--- config.mk ---
export PLATFORM = sky130hd
export DESIGN_NAME = fwd_hazard_ctrl_flat
export DESIGN_NICKNAME = d
export VERILOG_FILES = /design/src/rtl/fwd_pkg.sv /design/src/rtl/fwd_hazard_ctrl_if.sv /design/src/rtl/fwd_src_resolve.sv /design/src/rtl/fwd_hazard_ctrl.sv /design/src/flat_wrapper.sv
export SDC_FILE = /design/constraint.sdc
export NUM_CORES = 1
export LEC_CHECK = 0
export ABC_AREA = 1
export CAP_MARGIN = 20
export CELL_PAD_IN_SITES_DETAIL_PLACEMENT = 1
export CELL_PAD_IN_SITES_GLOBAL_PLACEMENT = 1
export CORE_MARGIN = 2
export CORE_UTILIZATION = 36
export CTS_CLUSTER_SIZE = 40
export DETAILED_ROUTE_END_ITERATION = 6
export PLACE_DENSITY_LB_ADDON = 0.1
export SLEW_MARGIN = 5
export SYNTH_ARGS = -nofsm -noshare
export SYNTH_HDL_FRONTEND = slang
export SYNTH_SLANG_ARGS = --single-unit
--- constraint.sdc ---
create_clock -name clk -period 2.2 [get_ports clk]
set_input_delay 0.44 -clock clk [delete_from_list [all_inputs] [get_ports clk]]
set_output_delay 0.44 -clock clk [all_outputs]
set_load 0.02 [all_outputs]
--- src/rtl/fwd_pkg.sv ---
// Shared constants and shadow-slot type for the decode-stage forwarding/hazard controller.
// Select codes are the ones decoded by the 32-bit 4:1 operand muxes in EX.
package fwd_pkg;

  localparam int REG_W = 5;
  localparam int CNT_W = 16;
  localparam int SEL_W = 3;

  localparam logic [SEL_W-1:0] FWD_RF  = 3'd0;
  localparam logic [SEL_W-1:0] FWD_EX  = 3'd1;
  localparam logic [SEL_W-1:0] FWD_MEM = 3'd2;
  localparam logic [SEL_W-1:0] FWD_WB  = 3'd3;

  typedef struct packed {
    logic             valid;
    logic [REG_W-1:0] dst;
    logic             regwrite;
    logic             load;
  } slot_t;

  localparam slot_t SLOT_EMPTY = '0;

  // A slot produces a value for src only if it really writes that register and src is not $0.
  function automatic logic slot_hit(input slot_t s, input logic [REG_W-1:0] src, input logic used);
    return used && s.valid && s.regwrite && (s.dst == src) && (src != '0);
  endfunction

endpackage

--- src/rtl/fwd_hazard_ctrl_if.sv ---
// ID-stage request and forwarding/hazard response bundle of fwd_hazard_ctrl.
// The decode stage is the master; the controller is the slave.
interface fwd_hazard_ctrl_if;
  import fwd_pkg::*;

  logic             id_valid;
  logic [REG_W-1:0] id_rs;
  logic [REG_W-1:0] id_rt;
  logic             id_rs_used;
  logic             id_rt_used;
  logic [REG_W-1:0] id_dst;
  logic             id_regwrite;
  logic             id_load;
  logic             ext_stall;
  logic             flush;

  logic [SEL_W-1:0] fwd_sel_rs;
  logic [SEL_W-1:0] fwd_sel_rt;
  logic             stall_id;
  logic             bubble_ex;
  logic [CNT_W-1:0] stall_count;

  modport master (
    output id_valid, id_rs, id_rt, id_rs_used, id_rt_used,
           id_dst, id_regwrite, id_load, ext_stall, flush,
    input  fwd_sel_rs, fwd_sel_rt, stall_id, bubble_ex, stall_count
  );

  modport slave (
    input  id_valid, id_rs, id_rt, id_rs_used, id_rt_used,
           id_dst, id_regwrite, id_load, ext_stall, flush,
    output fwd_sel_rs, fwd_sel_rt, stall_id, bubble_ex, stall_count
  );

endinterface

--- src/rtl/fwd_src_resolve.sv ---
// Resolves one source operand against the EX/MEM/WB shadow slots.
// Youngest hit wins; a load hit in EX or MEM cannot be forwarded and flags load_hit instead.
module fwd_src_resolve
  import fwd_pkg::*;
(
  input  logic [REG_W-1:0] src,
  input  logic             used,
  input  slot_t            ex_slot,
  input  slot_t            mem_slot,
  input  slot_t            wb_slot,
  output logic [SEL_W-1:0] sel,
  output logic             load_hit
);

  logic ex_hit;
  logic mem_hit;
  logic wb_hit;
  logic unused_wb_load;

  assign ex_hit  = slot_hit(ex_slot,  src, used);
  assign mem_hit = slot_hit(mem_slot, src, used);
  assign wb_hit  = slot_hit(wb_slot,  src, used);

  // Load data is valid by WB, so the WB slot forwards regardless of its load flag.
  assign unused_wb_load = wb_slot.load;

  always_comb begin
    // NOTE: every output gets a default before the priority chain, so no path leaves it unassigned (no latch).
    sel      = FWD_RF;
    load_hit = 1'b0;
    if (ex_hit) begin
      if (ex_slot.load) load_hit = 1'b1;
      else              sel      = FWD_EX;
    end else if (mem_hit) begin
      if (mem_slot.load) load_hit = 1'b1;
      else               sel      = FWD_MEM;
    end else if (wb_hit) begin
      sel = FWD_WB;
    end
  end

endmodule

--- src/rtl/fwd_hazard_ctrl.sv ---
// Decode-stage forwarding/hazard controller: shadows EX/MEM/WB destinations, drives the operand
// mux selects, raises load-use stalls, inserts EX bubbles and counts stall cycles.
module fwd_hazard_ctrl
  import fwd_pkg::*;
(
  input  logic            clk,
  input  logic            reset,
  fwd_hazard_ctrl_if.slave bus
);

  slot_t            ex_q;
  slot_t            mem_q;
  slot_t            wb_q;
  slot_t            id_slot;
  logic [CNT_W-1:0] cnt_q;

  logic [SEL_W-1:0] sel_rs;
  logic [SEL_W-1:0] sel_rt;
  logic             rs_load_hit;
  logic             rt_load_hit;
  logic             stall;
  logic             accept;

  fwd_src_resolve u_rs (
    .src      (bus.id_rs),
    .used     (bus.id_rs_used),
    .ex_slot  (ex_q),
    .mem_slot (mem_q),
    .wb_slot  (wb_q),
    .sel      (sel_rs),
    .load_hit (rs_load_hit)
  );

  fwd_src_resolve u_rt (
    .src      (bus.id_rt),
    .used     (bus.id_rt_used),
    .ex_slot  (ex_q),
    .mem_slot (mem_q),
    .wb_slot  (wb_q),
    .sel      (sel_rt),
    .load_hit (rt_load_hit)
  );

  // A squashed instruction never waits on a load; flush overrides the stall.
  assign stall  = bus.id_valid && !bus.flush && (rs_load_hit || rt_load_hit);
  assign accept = bus.id_valid && !bus.flush && !stall;

  assign id_slot = accept ? '{valid: 1'b1, dst: bus.id_dst, regwrite: bus.id_regwrite, load: bus.id_load}
                          : SLOT_EMPTY;

  always_ff @(posedge clk) begin
    if (reset) begin
      // NOTE: the whole slot is cleared, not only valid, so shadow state is never X after reset.
      ex_q  <= SLOT_EMPTY;
      mem_q <= SLOT_EMPTY;
      wb_q  <= SLOT_EMPTY;
      cnt_q <= '0;
    end else if (!bus.ext_stall) begin
      // NOTE: non-blocking assignments make each stage take its neighbour's pre-edge value.
      wb_q  <= mem_q;
      mem_q <= ex_q;
      ex_q  <= id_slot;
      if (stall && (cnt_q != '1)) cnt_q <= cnt_q + CNT_W'(1);
    end
  end

  assign bus.fwd_sel_rs  = sel_rs;
  assign bus.fwd_sel_rt  = sel_rt;
  assign bus.stall_id    = stall;
  assign bus.bubble_ex   = !bus.ext_stall && bus.id_valid && (stall || bus.flush);
  assign bus.stall_count = cnt_q;

endmodule

--- src/flat_wrapper.sv ---
// flat-port wrapper written by rule: the top's interface ports become plain ports
module fwd_hazard_ctrl_flat import fwd_pkg::*;
  (clk, reset, bus_id_valid, bus_id_rs, bus_id_rt, bus_id_rs_used, bus_id_rt_used, bus_id_dst, bus_id_regwrite, bus_id_load, bus_ext_stall, bus_flush, bus_fwd_sel_rs, bus_fwd_sel_rt, bus_stall_id, bus_bubble_ex, bus_stall_count);
  fwd_hazard_ctrl_if bus_i ();
  input  logic clk;
  input  logic reset;
  input wire logic [$bits(bus_i.id_valid)-1:0] bus_id_valid;
  input wire logic [$bits(bus_i.id_rs)-1:0] bus_id_rs;
  input wire logic [$bits(bus_i.id_rt)-1:0] bus_id_rt;
  input wire logic [$bits(bus_i.id_rs_used)-1:0] bus_id_rs_used;
  input wire logic [$bits(bus_i.id_rt_used)-1:0] bus_id_rt_used;
  input wire logic [$bits(bus_i.id_dst)-1:0] bus_id_dst;
  input wire logic [$bits(bus_i.id_regwrite)-1:0] bus_id_regwrite;
  input wire logic [$bits(bus_i.id_load)-1:0] bus_id_load;
  input wire logic [$bits(bus_i.ext_stall)-1:0] bus_ext_stall;
  input wire logic [$bits(bus_i.flush)-1:0] bus_flush;
  output wire logic [$bits(bus_i.fwd_sel_rs)-1:0] bus_fwd_sel_rs;
  output wire logic [$bits(bus_i.fwd_sel_rt)-1:0] bus_fwd_sel_rt;
  output wire logic [$bits(bus_i.stall_id)-1:0] bus_stall_id;
  output wire logic [$bits(bus_i.bubble_ex)-1:0] bus_bubble_ex;
  output wire logic [$bits(bus_i.stall_count)-1:0] bus_stall_count;
  assign bus_i.id_valid = bus_id_valid;
  assign bus_i.id_rs = bus_id_rs;
  assign bus_i.id_rt = bus_id_rt;
  assign bus_i.id_rs_used = bus_id_rs_used;
  assign bus_i.id_rt_used = bus_id_rt_used;
  assign bus_i.id_dst = bus_id_dst;
  assign bus_i.id_regwrite = bus_id_regwrite;
  assign bus_i.id_load = bus_id_load;
  assign bus_i.ext_stall = bus_ext_stall;
  assign bus_i.flush = bus_flush;
  assign bus_fwd_sel_rs = bus_i.fwd_sel_rs;
  assign bus_fwd_sel_rt = bus_i.fwd_sel_rt;
  assign bus_stall_id = bus_i.stall_id;
  assign bus_bubble_ex = bus_i.bubble_ex;
  assign bus_stall_count = bus_i.stall_count;
  fwd_hazard_ctrl u_core (.clk(clk), .reset(reset), .bus(bus_i));
endmodule
Word level (Yosys, flattened, before mapping)
Index checks and enable logic that the tools add are counted.
{"block": "word_totals", "register_bits": 39, "input_bits": 24, "output_inout_bits": 24, "wordCells": 74}
{"block": "classes", "n_addsub": 1, "eq_ne": 7, "muxes": 15, "bitwise": 1, "reduce_logical": 38}
{"cell": "5-bit equality test", "n": 6}
{"cell": "1-bit logical AND", "n": 30}
{"cell": "16-bit by 1-bit adder with 16-bit output (second input constant)", "n": 1}
{"cell": "16-bit != test (second input constant)", "n": 1}
{"cell": "3-bit 2-to-1 mux", "n": 4}
{"cell": "5-bit nonzero test", "n": 2}
{"cell": "8-bit 2-to-1 mux", "n": 1}
{"cell": "1-bit 2-to-1 mux", "n": 7}
{"cell": "2-bit 2-to-1 mux", "n": 3}
{"cell": "1-bit zero test", "n": 3}
{"cell": "1-bit logical OR", "n": 2}
{"cell": "2-bit AND reduction", "n": 1}
{"cell": "1-bit NOT", "n": 1}

Longest topological paths before layout
Gate-level depths: netlist of the first run.
{"block": "depth", "depth_word": 11, "ltp_mapped": 15, "depth_no_buf": 14}

Modules after synthesis
Synthesis of the first run repeated with hierarchy kept, for this count alone.
{"block": "hier_totals", "hier_cells": 442, "area_unflattened_um2": 2633.8}
{"module": "fwd_hazard_ctrl", "n_inst": 1, "cells_per_inst": 280, "area_each_um2": 1865.5, "seq_area_each_um2": 800.8}
{"module": "fwd_src_resolve", "n_inst": 2, "cells_per_inst": 81, "area_each_um2": 384.1, "seq_area_each_um2": 0.0}

Worst setup path after synthesis of the first run
No wires, ideal clock.
{"block": "synth_timing", "path_type": "input to output", "from": "in bus_id_rs[2]", "to": "out bus_stall_id", "t_arrival_ns": 1.582, "t_required_ns": 1.760, "path_slack_ns": 0.178, "path_stages": 7, "path_buffers": 0, "path_cell_list": "inv_1 or2_2 nand4_1 nor2_1 nand3_1 nand2_2 a21boi_0"}
{"block": "synth_via", "elab_chain_len": 7, "elab_cells_between_ends": 11, "cone_classes": "eq/ne: 2; mux: 2; reduce/logical: 7"}
{"element": "start: declaration", "line": "flat_wrapper.sv:8", "rtl": "input wire logic [$bits(bus_i.id_rs)-1:0] bus_id_rs;"}
{"element": "5-bit equality test", "line": "fwd_pkg.sv:25", "rtl": "return used && s.valid && s.regwrite && (s.dst == src) && (src != '0);"}
{"element": "1-bit logical AND (2 in a row)", "line": "fwd_pkg.sv:25"}
{"element": "1-bit 2-to-1 mux", "line": "fwd_src_resolve.sv:34", "rtl": "end else if (mem_hit) begin"}
{"element": "1-bit 2-to-1 mux *", "line": "fwd_src_resolve.sv:31", "rtl": "if (ex_hit) begin"}
{"element": "1-bit logical OR *", "line": "fwd_hazard_ctrl.sv:45", "rtl": "assign stall = bus.id_valid && !bus.flush && (rs_load_hit || rt_load_hit);"}
{"element": "1-bit logical AND *", "line": "fwd_hazard_ctrl.sv:45"}
{"element": "end: declaration", "line": "flat_wrapper.sv:19", "rtl": "output wire logic [$bits(bus_i.stall_id)-1:0] bus_stall_id;"}
Every way passes the cells marked *; elsewhere a longest branch is shown, timed or not.

Worst setup path after layout of the first run
{"block": "layout_timing", "from": "in bus_id_rs[2]", "to": "out bus_fwd_sel_rs[1]"}
{"block": "layout_via", "elab_chain_len": 6, "elab_cells_between_ends": 13, "cone_classes": "eq/ne: 3; mux: 3; reduce/logical: 7"}
{"element": "5-bit equality test", "line": "fwd_pkg.sv:25"}
{"element": "1-bit logical AND (2 in a row)", "line": "fwd_pkg.sv:25"}
{"element": "2-bit 2-to-1 mux", "line": "fwd_src_resolve.sv:37", "rtl": "end else if (wb_hit) begin"}
{"element": "3-bit 2-to-1 mux", "line": "fwd_src_resolve.sv:34"}
{"element": "3-bit 2-to-1 mux *", "line": "fwd_src_resolve.sv:31"}
{"element": "end: declaration", "line": "flat_wrapper.sv:17", "rtl": "output wire logic [$bits(bus_i.fwd_sel_rs)-1:0] bus_fwd_sel_rs;"}
Marked as above.

==> summary.md, run 1 <==
| Metric | Value |
|---|---|
| Via Count | around 2700 |
| Via density per instance | around 4.9 |
| Routed Antenna Nets | 0 |
| Crit-path max cell delay | 0.34 ns |
| Filler cell count | 869 |
| Arrival @ worst endpoint | between 1.5 and 2 ns |
| Fin crit period | roughly 2.3 ns |
| Core footprint | roughly 6700 µm² |
| CP Cell Sequence | buf_6 > buf_6 > xor2_2 > a21oi_2 > nand4_1 > nor4_4 > a21oi_1 > nor2_1 > buf_4 |
| Hold Path Stages | 2 |
| Final net count | 502 |
| Unique masters post-synth | 29 |
| Crit path buf inv count | 3 |
| Final Setup Violations | 4 |
| Leak | roughly 1.6 nW |
| FMAX | 437.4 MHz |
| Slew margin rel. | between 50% and 60% |
| Reg-to-reg startpoint | u_core.mem_q[4] |
| Most used cell, CP | buf_6 |
| Seq/Total Area, Yosys | 31.42% |
| CP delay by family, top | simple AND/OR/NAND/NOR gates |
| Setup ws final | -0.08631 ns |
| Global placement routability congestion | roughly 0.83 |
| Violated checks | setup timing |
| Yosys warnings | 0 |
| Row count | 30 |
| Die Y-Extent | slightly below 90 µm |
| Htree depth | 2 |
| Boundary Pins | 48 |
| Post-DP HPWL | 5735 µm |
| RSZ-0062 raised after global routing | true |
| Startpoint Class | primary input |
| DR WL/cell | approximately 14 µm |
| Fin. max-slew vios | 0 |
| CTS tree | done |
| Crit end category | primary output |
| First DRT Iteration DRCs | ~80 |
| Post-synthesis async set-or-reset flop share | 0% |
| R2R depth | 13 |
| I/O Buffers | 45 |
| Status | finished with violations |
| Main synth FF type | dfxtp_1 |
| Initial antenna violation count | 0 |
| Starting density of the core | 36.98% |
| 1st-pass router iterations | 4 |
| CTS Sinks | 39 |
| Worst skew pair latency | between 0.2 and 0.3 ns |
| Crit path kind | primary input to primary output |
| Flop2flop setup slack | around 0.25 ns |
| Post-layout power | 0.001748 W |
| Max clock buf depth | 2 |
| Clock transition at path regs | around 0.080 ns |
| Largest net degree at the start of global routing | 31 |
| Die span in x | 87.08 µm |
| R2r endpoint | u_core.bus.stall_count[5] |
| First-pass GRT wire length | ~13000 µm |
| Final hold vios | 0 |
| Critical Path RT | ~1.8 ns |
| Register bit count reported by yosys | 39 |
| WHS Endpoint | u_core.ex_q[0] |
| Area Growth Syn to Fin | 50.81% |
| Post-Synthesis Cells | about 380 |
| Average size of a mapped cell | 6.556 µm² |
| Fin crit share | 103.9% |
| CP max stage cell | nor4_4 |
| Final setup TNS | -0.2014 ns |
| Die footprint | between 7000 and 8000 µm² |
| Final WL | just under 8000 µm |
| CTS buffer count | 5 |
| Hold crit path type | register to register |
| Post-CTS Hold Fix Bufs | 0 |
| N_diodes | 0 |
| Pwr per Cell Area | between 400 and 500 nW/µm² |
| Total Routing Usage GR | 22.61% |
| Max-Cap Viols | 0 |
| Clock Skews | 0.006425 ns |
| Gr ovfl total | 0 |
| DRC errors left | 0 |
| HP Start | u_core.ex_q[0] |
| CTS root buf | clkbuf_8 |
| Worst Tran Pin Value | 0.6619 ns |
| Post-synth EDFFs | 0 |
| Post-Syn Area | 2485 µm² |
| Layout cells sized above 1 | between 30% and 40% |
| Vias in the first global route | approximately 2800 |
| Worst-path fanout max | 2 |
| VDD IR-drop max | ~0.00022 V |
==> state kept, by name, indices dropped and copies added (netlist names) <==
signal	flops
u_core.wb_q	7
u_core.bus.stall_count	16
u_core.ex_q	8
u_core.mem_q	8
==> cell usage in the layout (no fill, tap or decap), types with 2 or more instances in the layout <==
cell and n:
nor2_4 6, nor2_1 45, nor3_1 4, clkdlybuf4s50_1 27, a21oi_2 2, buf_8 2, clkbuf_8 5, buf_6 12
inv_2 10, o21bai_1 9, dfxtp_1 30, o21ai_0 15, clkbuf_2 2, dfxtp_2 3, nand2_1 76, nand2_2 11
o21ai_2 2, xnor2_2 6, dlygate4sd2_1 2, nor2_2 10, a21oi_1 21, buf_4 53, dfxtp_4 6, bufinv_16 2
or2_2 2, conb_1 2, inv_1 44, nor4_4 2, xnor2_1 5, xor2_1 12, nand3_1 18, nand4_1 14
nand3_2 4
==> synthesized netlist by cell type (3+ instances only) <==
cell type	count	area share [%]
a21oi_1	23	4.6
buf_4	3	0.91
clkbuf_1	7	1.1
dfxtp_1	39	31
inv_1	51	7.7
inv_2	4	0.60
nand2_1	77	12
nand2_2	11	2.8
nand3_1	22	4.4
nand4_1	14	3.5
nor2_1	53	8.0
nor2_2	6	1.5
nor3_1	4	0.81
nor4_1	3	0.76
o21ai_0	16	3.2
o21bai_1	9	2.7
xnor2_1	11	3.9
xor2_1	13	4.6
==> worst reg2reg max path: stages, from the launching register on <==
cell      delay, ns
dfxtp_1        0.40
inv_2          0.08
nand2_1        0.06
nand4_1        0.16
nor2_2         0.18
nand3_1        0.11
nand2_2        0.10
nand2_4        0.08
nand2_8        0.06
buf_4          0.16
nand4_4        0.09
buf_12         0.17
o21bai_1       0.14
nor2_1         0.05
==> timing repair <==
item                                    4_1_cts  5_1_grt
resized for setup                           130       16
endpoints found under the setup margin       30       19
pin swaps                                    27       16
setup buffers                                 7        4
==> routing by layer <==
layer	wire length, µm	up-vias	GRT usage, %
met5	0	-	0
met4	176	0	9.233
met3	206	14	3.223
met2	4068	48	41.01
met1	3421	1276	26.44
li1	-	1387	-
==> power breakdown <==
group          switching [W]  leakage, nW  internal, W
Combinational       0.000147         1.24     0.000148
Clock               0.000255       0.0654     0.000454
Sequential         0.0000216        0.323     0.000722
Total               0.000424         1.62      0.00132
==> per-stage QoR <==
stage                     hold WS, ns  setup WS, ns  instance area [µm²]  cells  utilization, %
after floorplan                0.4453        0.1780                 2489    380               -
after global placement         0.4528       -0.9416                 3322    539           49.44
after detailed placement       0.4667       -0.9999                 3322    539           49.44
after CTS                      0.4788      -0.08554                 3687    554           54.88
after global routing           0.5077       -0.1380                 3747    558           55.77
final                          0.4775      -0.08631                 3747    558           55.77
==> area by class of cell <==
cell class | instances | area [µm²] | share of cell area, %
clock buffers | 6 | 72.57 | 1.937
clock inverters | 2 | 60.06 | 1.603
inverters | 55 | 209.0 | 5.576
multi-input cells | 274 | 1592 | 42.47
flip-flops and latches | 39 | 807.0 | 21.54
well taps | 80 | 100.1 | 2.671
repair buffers | 102 | 907.1 | 24.21
==> logic make-up (layout without fill, tap and decap cells) <==
kind of cell,count (synthesis),count (layout),synth area share [%]
XOR/XNOR,24,24,8.459
AO/OA/AOI/OAI,50,50,11.23
flip-flops,39,39,31.42
buffers and inverters,67,165,11.33
AND/OR/NAND/NOR,197,197,36.91
other,1,2,0.1509
adder cells (fa/ha/maj),1,1,0.5034
==> worst max path at each step <==
stage,end,cells after the start,from
6_report,bus_fwd_sel_rs[1],9,bus_id_rs[2]
4_1_cts,bus_bubble_ex,12,u_core.ex_q[3]
3_3_place_gp,bus_bubble_ex,12,bus_id_rt[3]
2_1_floorplan,bus_stall_id,7,bus_id_rs[2]
3_5_place_dp,bus_bubble_ex,12,bus_id_rt[3]
5_1_grt,bus_bubble_ex,13,bus_id_rt[4]
No activity file was read; power rests on OpenSTA's default activity.
==> inputs of run 2 (changes only) <==
--- a/config.mk
+++ b/config.mk
@@ -11,6 +11,7 @@
 export CELL_PAD_IN_SITES_GLOBAL_PLACEMENT = 1
 export CORE_MARGIN = 2
 export CORE_UTILIZATION = 36
+export CTS_CLUSTER_DIAMETER = 40
 export CTS_CLUSTER_SIZE = 40
 export DETAILED_ROUTE_END_ITERATION = 6
 export PLACE_DENSITY_LB_ADDON = 0.1
==> results of run 2 <==
Same layout as run 1: the final DEF is identical, and so are final timing and power.
